--- src/rtl/run_sequencer.sv ---
// run_sequencer: boot/run controller for the 8-bit core.
// Streams an input image into data memory, releases the core from reset,
// counts core cycles until done or timeout, then streams a data-memory
// window back out. Owns the data-memory port whenever the core is in reset.
module run_sequencer #(
   parameter int unsigned LOAD_BASE = 0,
   parameter int unsigned LOAD_LEN  = 64,
   parameter int unsigned DUMP_BASE = 64,
   parameter int unsigned DUMP_LEN  = 64,
   parameter int unsigned TIMEOUT   = 4096
) (
   input  logic        clk,
   input  logic        reset,
   input  logic        start,
   input  logic        in_valid,
   input  logic [7:0]  in_data,
   output logic        in_ready,
   output logic        core_reset,
   input  logic        core_done,
   output logic        mem_sel,
   output logic        mem_we,
   output logic [7:0]  mem_addr,
   output logic [7:0]  mem_wdata,
   input  logic [7:0]  mem_rdata,
   output logic        out_valid,
   output logic [7:0]  out_data,
   input  logic        out_ready,
   output logic        busy,
   output logic        timeout_err,
   output logic [15:0] cycle_count
);

   // Base addresses wrap modulo 256; last-index values allow LEN up to 256.
   localparam logic [7:0]  LOAD_BASE8 = 8'(LOAD_BASE % 256);
   localparam logic [7:0]  DUMP_BASE8 = 8'(DUMP_BASE % 256);
   localparam logic [7:0]  LOAD_LAST  = 8'((LOAD_LEN == 0) ? 0 : LOAD_LEN - 1);
   localparam logic [7:0]  DUMP_LAST  = 8'((DUMP_LEN == 0) ? 0 : DUMP_LEN - 1);
   localparam logic [15:0] TIMEOUT16  = 16'(TIMEOUT);

   typedef enum logic [2:0] {
      S_IDLE,
      S_LOAD,
      S_RUN,
      S_DUMP,
      S_FINISH
   } state_t;

   state_t      state;
   logic [7:0]  idx;
   logic [15:0] count_next;

   assign count_next = cycle_count + 16'd1;

   // Sequence control: state, byte index, run cycle counter, timeout flag.
   always_ff @(posedge clk or posedge reset) begin
      if (reset) begin
         state       <= S_IDLE;
         idx         <= '0;
         cycle_count <= '0;
         timeout_err <= 1'b0;
      end else begin
         case (state)
            S_IDLE, S_FINISH: begin
               if (start) begin
                  idx         <= '0;
                  cycle_count <= '0;
                  timeout_err <= 1'b0;
                  state       <= (LOAD_LEN == 0) ? S_RUN : S_LOAD;
               end
            end
            S_LOAD: begin
               if (in_valid) begin
                  if (idx == LOAD_LAST) begin
                     idx   <= '0;
                     state <= S_RUN;
                  end else begin
                     idx <= idx + 8'd1;
                  end
               end
            end
            S_RUN: begin
               // done takes priority over the timeout and is not counted
               if (core_done) begin
                  idx   <= '0;
                  state <= (DUMP_LEN == 0) ? S_FINISH : S_DUMP;
               end else if (count_next == TIMEOUT16) begin
                  cycle_count <= count_next;
                  timeout_err <= 1'b1;
                  idx         <= '0;
                  state       <= (DUMP_LEN == 0) ? S_FINISH : S_DUMP;
               end else begin
                  cycle_count <= count_next;
               end
            end
            S_DUMP: begin
               if (out_ready) begin
                  if (idx == DUMP_LAST) begin
                     idx   <= '0;
                     state <= S_FINISH;
                  end else begin
                     idx <= idx + 8'd1;
                  end
               end
            end
            default: begin
               idx   <= '0;
               state <= S_IDLE;
            end
         endcase
      end
   end

   // Handshake and memory-port outputs decoded from state and index.
   always_comb begin
      in_ready   = 1'b0;
      core_reset = 1'b1;
      mem_sel    = 1'b1;
      mem_we     = 1'b0;
      mem_addr   = '0;
      mem_wdata  = '0;
      out_valid  = 1'b0;
      out_data   = '0;
      busy       = 1'b0;
      case (state)
         S_LOAD: begin
            in_ready  = 1'b1;
            mem_addr  = LOAD_BASE8 + idx;
            mem_wdata = in_data;
            mem_we    = in_valid;
            busy      = 1'b1;
         end
         S_RUN: begin
            core_reset = 1'b0;
            mem_sel    = 1'b0;
            busy       = 1'b1;
         end
         S_DUMP: begin
            mem_addr  = DUMP_BASE8 + idx;
            out_valid = 1'b1;
            out_data  = mem_rdata;
            busy      = 1'b1;
         end
         default: begin
         end
      endcase
   end

endmodule

--- config.mk ---
export PLATFORM = sky130hd
export DESIGN_NAME = run_sequencer
export DESIGN_NICKNAME = d
export VERILOG_FILES = /design/src/rtl/run_sequencer.sv
export SDC_FILE = /design/constraint.sdc
export NUM_CORES = 1
export LEC_CHECK = 0
export CORE_MARGIN = 2
export CORE_UTILIZATION = 40
export DETAILED_ROUTE_END_ITERATION = 6
export GPL_TIMING_DRIVEN = 0
export PLACE_DENSITY = 0.72
export SLEW_MARGIN = 15
export SYNTH_ARGS = -nofsm -noshare
export SYNTH_HDL_FRONTEND = slang
export SYNTH_SLANG_ARGS = --single-unit
--- constraint.sdc ---
create_clock -name clk -period 2.4 [get_ports clk]
set_clock_uncertainty 0.15 [all_clocks]
set_input_delay 0.48 -clock clk [delete_from_list [all_inputs] [get_ports clk]]
set_output_delay 0.48 -clock clk [all_outputs]
set_load 0.02 [all_outputs]
# After elaboration in Yosys (flattened, before gate mapping)
# Cells that the tools add are included.
[totals]
reg_bits = 28
in_bits = 22
output_inout_bits = 47
[classes]
add_sub_neg = 3
reduce_logical = 8
muxes = 30
eq_ne = 14
[ops]
columns = ["operator", "count"]
rows = [
  ["2-to-1 mux 8 bit", 8],
  ["2-to-1 mux 16 bit", 2],
  ["one-hot mux 16 bit (2 select lines)", 1],
  ["one-hot mux 8 bit (4 select lines)", 1],
  ["2-to-1 mux 3 bit", 7],
  ["adder 16 x 1 -> 16 bit, second input constant", 1],
  ["== test 16 x 13 -> 1 bit, second input constant", 1],
  ["one-hot mux 8 bit (2 select lines)", 1],
  ["inequality test 2 bit, second input constant", 7],
  ["one-hot mux 3 bit (4 select lines)", 1],
  ["adder 7 x 8 -> 8 bit, first input constant", 1],
  ["adder 8 x 1 -> 8 bit, second input constant", 1],
  ["== test 8 x 6 -> 1 bit, second input constant", 1],
  ["2-to-1 mux 1 bit", 8],
  ["AND reduction 4 bit", 2],
  ["== test 3 x 2 -> 1 bit, second input constant", 2],
  ["AND reduction 6 bit", 1],
  ["== test 3 x 1 -> 1 bit, second input constant", 1],
  ["== test 3 bit, second input constant", 1],
  ["zero test 3 bit", 1],
  ["inequality test 3 bit, second input constant", 1],
  ["AND reduction 3 bit", 1],
  ["OR reduction 3 bit", 1],
  ["one-hot mux 1 bit (2 select lines)", 1],
  ["other kinds (2)", 2],
]

# Longest topological paths before layout
# Gate-level depths: netlist (run 1).
[depth]
depth_word = 5
mapped_depth = 9
ltp_nobuf = 8

# Least setup slack after synthesis (run 1)
# OpenSTA, ideal clock, no wires.
[synth_timing]
kind = "flip-flop to flip-flop"
startpoint = "reg cycle_count[0]"
endpoint = "reg idx[4]"
path_slack_ns = -0.376
arrival_time_ns = 2.500
path_stages_with_launch = 10
setup_ns = 0.126
period_less_slack_ns = 2.776
cell_sequence = "dfrtp_1 -> ha_1 -> nand4_2 -> or4_1 -> mux2i_1 -> mux2_4 -> a31oi_4 -> nand2b_4 -> buf_6 -> a221o_1"
[synth_between]
elab_chain_len = 4
[synth_rtl]
columns = ["item", "line", "rtl"]
rows = [
  ["from (decl)", "30", "output logic [15:0] cycle_count"],
  ["from (signal assigned)", "87", "cycle_count <= count_next;"],
  ["from (signal assigned)", "92", "cycle_count <= count_next;"],
  ["adder 16 x 1 -> 16 bit", "52", "assign count_next = cycle_count + 16'd1;"],
  ["== test 16 x 13 -> 1 bit", "86", "end else if (count_next == TIMEOUT16) begin"],
  ["inequality test 3 bit (no line)", "n/a", ""],
  ["AND reduction 4 bit (no line)", "n/a", ""],
  ["to (signal assigned)", "77", "idx <= idx + 8'd1;"],
  ["to (signal assigned)", "101", "idx <= idx + 8'd1;"],
  ["to (decl)", "49", "logic [7:0] idx;"],
]
# Every way passes these cells.
# A chain may end at the register's enable or synchronous reset.

# Final worst setup path (run 1)
[layout_timing]
startpoint = "reg cycle_count[2]"
endpoint = "reg idx[4]"
# Same word-level chain as after synthesis.

==> impl_metrics.ini, run 1 <==
[synth]
avgSynthCellArea_um2 = 8.29
synthAdderAreaFrac_pct = 2.48
synth_edf_count = 0
synth_mux_area_share_pct = 3.85
synth_nets = 269
synth-simple-area-share_pct = 31.7
yosys.area.top_type = dfrtp_1
synth_area_leaders = dfrtp_1 (35%), o21ai_0 (8.9%), and2_1 (5.0%)
syn-instance-count = 243
ys_ff_latch = 28
ys_types = 49
synth_xor_area_share_pct = 2.17
synth_top_family_by_area = simple AND/OR/NAND/NOR gates
synth_top_area_share_pct = 34.8
ys_dominant_reg_cell = dfrtp_1
synth_seq_area_share_pct = 34.8
synth_compound_area_share_pct = 19.6
yosys_warnings = 0
synth-async-reset-ratio_pct = 100
syn_area_um2 = 2020

[routing]
num_vias = 2192
routed_wl_mm = 5.97
m1WireLength_mm = 2.51
wl_met3_um = 324
ant_nets = 0
first_pass_iters = 4
drc = 0
via_per_inst = 5.41
drt_iter0_markers = 120
top_layer = met4
avgRoutedWirePerCell_um = 14.7
wl_met2_mm = 3.09

[sta]
final_hold_viol_count = 0
fin_crit_sh_pct = 106
layout_setup_ws_ns = -0.147
rsz0062_at_grt = true
slew_violations = 0
max-slew-margin-rel_pct = 49.3
fmax_mhz = 393
worstMarginPinSlew_ns = 0.760
min_period_ns = 2.55
setup-violations-final = 8

[power]
switching_share_pct = 39.3
fin_total_pwr_mw = 1.96
power_frac_seq_pct = 34.7
p_comb_share_pct = 50.3
powerDensity_nw_per_um2 = 600
leakagePower_nw = 1.36
clockPowerShare_pct = 15.0
p_int_mw = 1.19
ir_drop_mv = 0.392
netSwitchingPower_uw = 769

[clock_tree]
clock_sinks = 28
cts_buffer_depth = 2
cts-root-buf = clkbuf_8
clk_pin_slew_ns = 0.10
cts_tree = built
holdBufCountCts = 0
clock_latency_ns = 0.27
cts_buffers = 3
htree_levels = 1

[setup_path]
worst_r2r_endpoint = idx[4]$_DFFE_PP0P_
critPathLaunchType = register
crit_arrival_ns = 2.56
r2r_cells = 8
critPathMaxFanout = 8
required_ns = 2.42
r2r_start = cycle_count[2]$_DFFE_PP0P_
crit_type = register to register
r2r_slack_ns = -0.15
critPathCaptureType = register

[grt]
track_usage_pct = 20.9
first_global_vias = 2032
grt_max_degree = 29
overflow = 0
grt_first_pass_wirelength_mm = 9.20
antenna_found_initial = 0

[floorplanning]
ios = 69
die_area_um2 = 5620
row_count = 25
die_x_um = 75.0
initial_utilization_pct = 42.1
core_area_um2 = 4790
fp.dieH_um = 75.0

[layout]
area_growth_pct = 61.6
drive_above_1_share_pct = 29.9
fin_cells = 405
nNetsFinal = 365
diodes = 0
final_area_um2 = 3260

[placement]
placed_area_um2 = 2830
place_worst_setup_slack_ns = -0.610
place.gp.congestion = 0.763
dp.cells = 378
hpwlAfterDp_mm = 4.01
port_buffers = 68

[worst_hold_path]
hold_end = timeout_err$_DFFE_PP0P_
hp-class = register to register
hold_depth = 1
hold_start = timeout_err$_DFFE_PP0P_

[outcome]
status = complete, but fails checks
failed_checks = setup timing

[run]
maxCapViolCount = 0
-- repair_timing --
action | CTS | global route
setup endpoints to repair | 55 | 31
pin swaps | 10 | 11
resized for setup | 75 | 31
buffers inserted | 12 | 16
gates cloned | 1 | 1
-- stage by stage --
step                      hold WS (ns)  util, %  setup TNS [ns]
after global placement           0.333     59.2          -12.04
after CTS                        0.370     63.8          -0.271
after global routing             0.383     68.1           -1.77
after detailed placement         0.346     59.2          -14.03
final                            0.349     68.1          -0.735
after floorplan                  0.333        -          -0.276
-- power by group through the flow --
stage	Clock [mW]	Combinational, mW	Sequential, mW
3_3_place_gp	0	0.960	0.647
3_5_place_dp	0	0.978	0.652
5_1_grt	0.323	1.07	0.695
6_report	0.293	0.984	0.678
4_1_cts	0.310	0.930	0.671
2_1_floorplan	0	0.547	0.667
-- critical path, cell delays in order (launching register included) --
cell and delay [ns]:
dfrtp_2 0.40, buf_8 0.12, nand3_4 0.10, nor4_4 0.37
xor2_2 0.14, a2111oi_4 0.44, a31oi_4 0.14, nand2b_4 0.20
a221o_1 0.37
-- cell families (layout without fill, tap and decap cells) --
logic type | Yosys count | after routing
and+or+nand+nor | 116 | 117
AOI/OAI and AO/OA | 60 | 60
DFF | 28 | 28
buffers and inverters | 23 | 117
muxes | 7 | 7
xor gates and xnor gates | 5 | 5
adders and majority gates | 4 | 4
-- cell usage after synthesis, drive strengths merged (2+ instances only) --
| cell type | number |
|---|---|
| nand3 | 12 |
| nor3b | 2 |
| a31oi | 3 |
| o31ai | 4 |
| buf | 7 |
| a21oi | 6 |
| o41ai | 3 |
| ha | 4 |
| or4 | 2 |
| mux2 | 3 |
| xor2 | 4 |
| nor2 | 24 |
| and2 | 16 |
| nand2 | 23 |
| nand2b | 2 |
| o21ai | 36 |
| dfrtp | 28 |
| mux2i | 4 |
| nand4 | 5 |
| inv | 7 |
| nor3 | 8 |
| nand3b | 3 |
| and3 | 12 |
| clkbuf | 9 |
-- how the worst max path moves through the flow --
stage	start	slack [ns]	to
after floorplan	cycle_count[1]$_DFFE_PP0P_	-0.10	idx[4]$_DFFE_PP0P_
after global placement	state[0]$_DFFE_PP0P_	-0.57	out_data[5]
after detailed placement	state[0]$_DFFE_PP0P_	-0.61	out_data[5]
after CTS	cycle_count[5]$_DFFE_PP0P_	-0.09	idx[4]$_DFFE_PP0P_
after global routing	cycle_count[2]$_DFFE_PP0P_	-0.26	idx[4]$_DFFE_PP0P_
final	cycle_count[2]$_DFFE_PP0P_	-0.15	idx[4]$_DFFE_PP0P_
-- placed cells by master (no fill, tap or decap), drive strengths merged, types with 4 or more instances in the layout --
cell type      instances
mux2i                  4
clkdlybuf4s50         41
dfrtp                 28
nand4                  5
inv                    7
dlygate4sd2           16
o31ai                  4
nor2                  25
clkbuf                 9
nand2                 23
and3                  12
o21ai                 36
nand3                 12
and2                  16
ha                     4
xor2                   4
a21oi                  6
clkdlybuf4s15          9
nor3                   8
buf                   34
-- state kept, by name, summed over array words and instances (netlist names) --
| register | cells |
|---|---|
| cycle_count | 16 |
| state | 3 |
| timeout_err | 1 |
| idx | 8 |
-- metal layers --
layer  vias to the layer above  track usage (%)
met3                         6             3.75
met5                         -                0
met2                        65             37.8
met1                      1060             25.6
met4                         0             4.96
li1                       1061                -
-- layout make-up --
| type | instances | area (um^2) |
|---|---|---|
| Timing Repair Buffer | 95 | 892 |
| Tap cell | 67 | 83.8 |
| Fill cell | 400 | 1530 |
| Buffer | 11 | 108 |
| Multi-Input combinational cell | 193 | 1370 |
| Sequential cell | 28 | 721 |
| Clock buffer | 4 | 55.1 |
| Inverter | 7 | 26.3 |
Note: power is estimated with default switching activity, not from simulation.
==> run 2, diff against run 1 <==
- CORE_MARGIN: 2 -> 5
- clock period: 2.4 -> 2.2 ns (I/O delays scaled with it)
==> impl_metrics.ini, run 2 (same netlist as run 1, synthesis figures left out) <==
[sta]
min_period_ns = 2.43
slew_violations = 0
fin_setup_tns_ns = -1.48
layout_setup_ws_ns = -0.230
setup-violations-final = 10
final_hold_viol_count = 0
rsz0062_at_grt = true
max-slew-margin-rel_pct = 59.9
fin_crit_sh_pct = 110
worstMarginPinSlew_ns = 0.601
fmax_mhz = 411

[placement]
hpwlAfterDp_mm = 4.03
port_buffers = 68
placed_area_um2 = 2830
place_worst_setup_slack_ns = -0.784
place.gp.congestion = 0.787

[clock_tree]
holdBufCountCts = 0
clock_sinks = 28
htree_levels = 1
cts_buffer_depth = 2
cts-root-buf = clkbuf_8
cts_tree = built
cts_buffers = 3
clk_pin_slew_ns = 0.10
clock_latency_ns = 0.28

[routing]
routed_wl_mm = 6.04
drt_iter0_markers = 113
num_vias = 2140
avgRoutedWirePerCell_um = 14.9
first_pass_iters = 4
via_per_inst = 5.30
drc = 0
ant_nets = 0

[power]
leakagePower_nw = 1.35
powerDensity_nw_per_um2 = 685
fin_total_pwr_mw = 2.17
ir_drop_mv = 0.348

[grt]
overflow = 0
grt_max_degree = 29
first_global_vias = 1994
track_usage_pct = 17.6
grt_first_pass_wirelength_mm = 9.37
antenna_found_initial = 0

[layout]
nNetsFinal = 364
drive_above_1_share_pct = 32.6
multi_input_area_um2 = 1350
top_register = cycle_count
reg_top3 = cycle_count: 16 flops, idx: 8 flops, state: 3 flops
final_util_pct = 65.7
regArea_um2 = 719
final_area_um2 = 3160
final_common_cell = clkdlybuf4s50_1
area_growth_pct = 56.9
final.fill_count = 431
largest_reg_flops = 16
most-common-layout-cells = clkdlybuf4s50_1 (37), o21ai_0 (33), buf_4 (32)
diodes = 0

[setup_path]
required_ns = 2.22
critPathLaunchType = register
critPathMaxFanout = 8
r2r_slack_ns = -0.23
r2r_start = cycle_count[0]$_DFFE_PP0P_
crit_buf_inv = 1
max_stage_delay_ns = 0.48
r2r_cells = 8
critical_path_cell_count = 8
crit_arrival_ns = 2.45
worst_path_max_delay_cell = dfrtp_2
crit_type = register to register
critPathTopFamily = compound AO/OA/AOI/OAI gates
worst_r2r_endpoint = idx[4]$_DFFE_PP0P_
crit_chain = ha_4 -> buf_4 -> o21ai_1 -> a22oi_2 -> a2111oi_4 -> a31oi_4 -> nand2b_4 -> a221o_1
critPathCaptureType = register

[floorplanning]
die_area_um2 = 6560
core_area_um2 = 4820
initial_utilization_pct = 41.8
ios = 69
row_count = 25
fp.dieH_um = 81.0
die_x_um = 81.0

[outcome]
failed_checks = setup timing
status = complete, but fails checks

[worst_hold_path]
hold_start = timeout_err$_DFFE_PP0P_
hold_depth = 1
hold_end = timeout_err$_DFFE_PP0P_
hp-class = register to register

[run]
maxCapViolCount = 0
## run 2: cell count changes in the layout (fill, tap and decap cells not counted), moves of 2 or more
cell / previous run / this run
buf_2: 1 / 9
buf_4: 26 / 32
buf_6: 4 / 2
buf_8: 3 / 0
clkdlybuf4s50_1: 41 / 37
dlygate4sd2_1: 16 / 9
nand3_2: 1 / 3
nand3_4: 2 / 0
nor3b_1: 2 / 0
nor3b_2: 0 / 2
o21ai_0: 31 / 33
o21ai_2: 2 / 0
## run 2: area by class of cell
type / count / share of cell area [%]
Multi-Input combinational cell: 193 / 42.6
Timing Repair Buffer: 94 / 26.1
Sequential cell: 28 / 22.7
Buffer: 11 / 2.85
Tap cell: 67 / 2.65
Clock buffer: 3 / 1.31
Clock inverter: 1 / 0.949
Inverter: 7 / 0.831
## run 2: worst max path at each step
| stage | startpoint | endpoint | slack, ns |
|---|---|---|---|
| floorplan | cycle_count[1]$_DFFE_PP0P_ | idx[4]$_DFFE_PP0P_ | -0.30 |
| global placement | state[0]$_DFFE_PP0P_ | out_data[5] | -0.76 |
| detailed placement | state[0]$_DFFE_PP0P_ | out_data[5] | -0.78 |
| CTS | cycle_count[1]$_DFFE_PP0P_ | idx[4]$_DFFE_PP0P_ | -0.25 |
| global route | cycle_count[0]$_DFFE_PP0P_ | idx[0]$_DFFE_PP0P_ | -0.35 |
| finish | cycle_count[0]$_DFFE_PP0P_ | idx[4]$_DFFE_PP0P_ | -0.23 |
## run 2: stage by stage
step,cells,hold slack [ns]
6_report,404,0.348
5_1_grt,404,0.378
4_1_cts,391,0.369
3_5_place_dp,378,0.346
3_3_place_gp,378,0.329
2_1_floorplan,243,0.333
## run 2: layer usage
layer / track usage (%) / share of wire (%)
met5: 0 / 0
met4: 3.89 / 0.94
met3: 4.43 / 8.9
met2: 32.1 / 49
met1: 20.7 / 42
## run 2: power by group
part | switching, mW | total (mW) | leakage (nW) | internal, mW
clock network | 0.167 | 0.411 | 0.0357 | 0.244
registers | 0.110 | 0.723 | 0.329 | 0.613
logic | 0.552 | 1.03 | 0.983 | 0.479
total | 0.830 | 2.17 | 1.35 | 1.34
## run 2: what timing repair did
action / CTS / global route
endpoints found under the setup margin: 57 / 38
pin swaps: 12 / 8
gates cloned: 0 / 1
buffers inserted: 14 / 13
resized for setup: 109 / 15
==> run 3, diff against run 2 <==
- ABC_AREA: not set -> 1
- CELL_PAD_IN_SITES_DETAIL_PLACEMENT: not set -> 2
- CELL_PAD_IN_SITES_GLOBAL_PLACEMENT: not set -> 2
- CORE_UTILIZATION: 40 -> 21
- PLACE_DENSITY: 0.72 -> 0.73
==> impl_metrics.ini, run 3 <==
[layout]
area_growth_pct = 64.1
largest_reg_flops = 16
fin_cells = 527
final_common_cell = nand2_1
final_util_pct = 35.5
diodes = 0
most-common-layout-cells = nand2_1 (69), inv_1 (50), clkdlybuf4s50_1 (38)
reg_top3 = cycle_count: 16 flops, idx: 8 flops, state: 3 flops
drive_above_1_share_pct = 30.2
nNetsFinal = 425
top_register = cycle_count

[sta]
final_hold_viol_count = 0
fin_setup_tns_ns = -0.389
whs_ns = 0.347
layout_setup_ws_ns = -0.0604
slew_violations = 0
min_period_ns = 2.26
setup-violations-final = 10
fmax_mhz = 442
rsz0062_at_grt = true
fin_crit_sh_pct = 103
max-slew-margin-rel_pct = 56.3
worstMarginPinSlew_ns = 0.655

[clock_tree]
cts-root-buf = clkbuf_8
clk_pin_slew_ns = 0.11
clock_latency_ns = 0.28
htree_levels = 1
holdBufCountCts = 0
cts_tree = built
clock_sinks = 28
cts_buffers = 3
cts_buffer_depth = 2

[floorplanning]
fp.dieH_um = 108
core_area_um2 = 9240
row_count = 35
die_x_um = 108
ios = 69
initial_utilization_pct = 21.6
die_area_um2 = 11600

[synth]
ys_dominant_reg_cell = dfrtp_1
syn-instance-count = 303
synth-async-reset-ratio_pct = 100
synth_nets = 329
yosys.area.top_type = dfrtp_1
ys_types = 25
synth_top_area_share_pct = 35.1
synth_edf_count = 0
synth_area_leaders = dfrtp_1 (35%), nand2_1 (15%), inv_1 (10%)
yosys.cell_count.top_type = nand2_1
synth_commonest_cells = nand2_1 (78), inv_1 (54), nor2_1 (47)
yosys_warnings = 0
synth_seq_area_share_pct = 35.1
avgSynthCellArea_um2 = 6.59
syn_area_um2 = 2000
ys_ff_latch = 28

[routing]
ant_nets = 0
first_pass_iters = 4
via_per_inst = 4.46
drt_iter0_markers = 16
avgRoutedWirePerCell_um = 16.1
routed_wl_mm = 8.47
num_vias = 2348
drc = 0

[power]
ir_drop_mv = 0.376
powerDensity_nw_per_um2 = 948
leakagePower_nw = 1.51
fin_total_pwr_mw = 3.11

[run]
maxCapViolCount = 0

[grt]
grt_first_pass_wirelength_mm = 12.6
grt_max_degree = 29
antenna_found_initial = 0
track_usage_pct = 13.4
first_global_vias = 2538
overflow = 0

[placement]
place.gp.congestion = 0.714
hpwlAfterDp_mm = 5.95
dp.cells = 500
port_buffers = 68

[setup_path]
critPathCaptureType = register
crit_arrival_ns = 2.29
critPathLaunchType = register
crit_type = register to register
required_ns = 2.23
critPathMaxFanout = 5

[worst_hold_path]
hp-class = register to register

[outcome]
failed_checks = setup timing
status = complete, but fails checks
-- run 3: cell types whose count changed after synthesis, sizes merged, moves of 8 or more --
cell   change
and2      -16
and3      -12
inv       +50
nand2     +61
nor2      +30
o21ai     -13
o22ai      +8
-- run 3: timing repair --
item / in CTS / in global routing
pin swaps: 2 / 20
setup endpoints to repair: 54 / 34
setup buffers: 11 / 10
gates cloned: 0 / 2
gates resized for setup: 120 / 50
-- run 3: cell type report --
cell class	instances	area, um^2
clock inverters	1	30.0
flip-flops and latches	28	711
inverters	58	225
well taps	129	161
repair buffers	90	813
plain buffers	5	53.8
fillers	1103	5960
multi-input cells	213	1240
clock buffers	3	41.3
-- run 3: per-stage QoR --
| stage | setup WS [ns] | cell area (um^2) |
|---|---|---|
| floorplan | -0.000166 | 2000 |
| global placement | -0.578 | 2850 |
| detailed placement | -0.615 | 2850 |
| CTS | -0.00285 | 3000 |
| global route | -0.143 | 3280 |
| finish | -0.0604 | 3280 |
-- run 3: layer usage --
| layer | wire length (um) | vias up | share of wire, % | track usage, % |
|---|---|---|---|---|
| met5 | 0 | - | 0 | 0 |
| met4 | 73 | 0 | 0.86 | 2.34 |
| met3 | 239 | 6 | 2.8 | 2.04 |
| met2 | 4660 | 36 | 55 | 25.9 |
| met1 | 3490 | 1178 | 41 | 15.6 |
| li1 | - | 1128 | - | - |
-- run 3: cell families (layout without fill, tap and decap cells) --
group / after synthesis / count (layout) / share of synthesized area, %
DFF: 28 / 28 / 35.1
AOI/OAI and AO/OA: 33 / 33 / 10.5
adders and majority gates: 4 / 4 / 2.50
and+or+nand+nor: 172 / 173 / 38.2
buffers and inverters: 63 / 157 / 12.5
xor gates and xnor gates: 3 / 3 / 1.32
-- run 3: power breakdown --
group | leakage (nW) | switching, mW | internal [mW]
Sequential | 0.371 | 0.0898 | 0.592
Combinational | 1.10 | 1.19 | 0.806
Clock | 0.0357 | 0.188 | 0.244
Total | 1.51 | 1.47 | 1.64
-- run 3: worst max-delay path, cell delays in order (launching register included) --
cell,delay (ns)
dfrtp_2,0.41
buf_6,0.13
nand2_2,0.06
nor2_4,0.20
nand2_4,0.09
nor2_2,0.08
nor2_1,0.05
nor2_1,0.18
nand2_1,0.11
nor2_2,0.13
nand2_2,0.08
nand2_4,0.13
nand2_8,0.09
buf_12,0.17
nand2_4,0.05
nand2_2,0.05
-- run 3: path summary, 6_finish.rpt --
path                       depth (start not counted)                  startpoint                          to  slack [ns]
max                                               15  cycle_count[1]$_DFFE_PP0P_        state[2]$_DFFE_PP0P_       -0.06
min                                                2          idx[7]$_DFFE_PP0P_          idx[7]$_DFFE_PP0P_        0.35
max reg2reg                                       15  cycle_count[1]$_DFFE_PP0P_        state[2]$_DFFE_PP0P_       -0.06
min reg2reg                                        2          idx[7]$_DFFE_PP0P_          idx[7]$_DFFE_PP0P_        0.35
max in group asynchronous                          2                       reset  cycle_count[7]$_DFFE_PP0P_        1.03
min in group asynchronous                          2                       reset          idx[1]$_DFFE_PP0P_        0.40
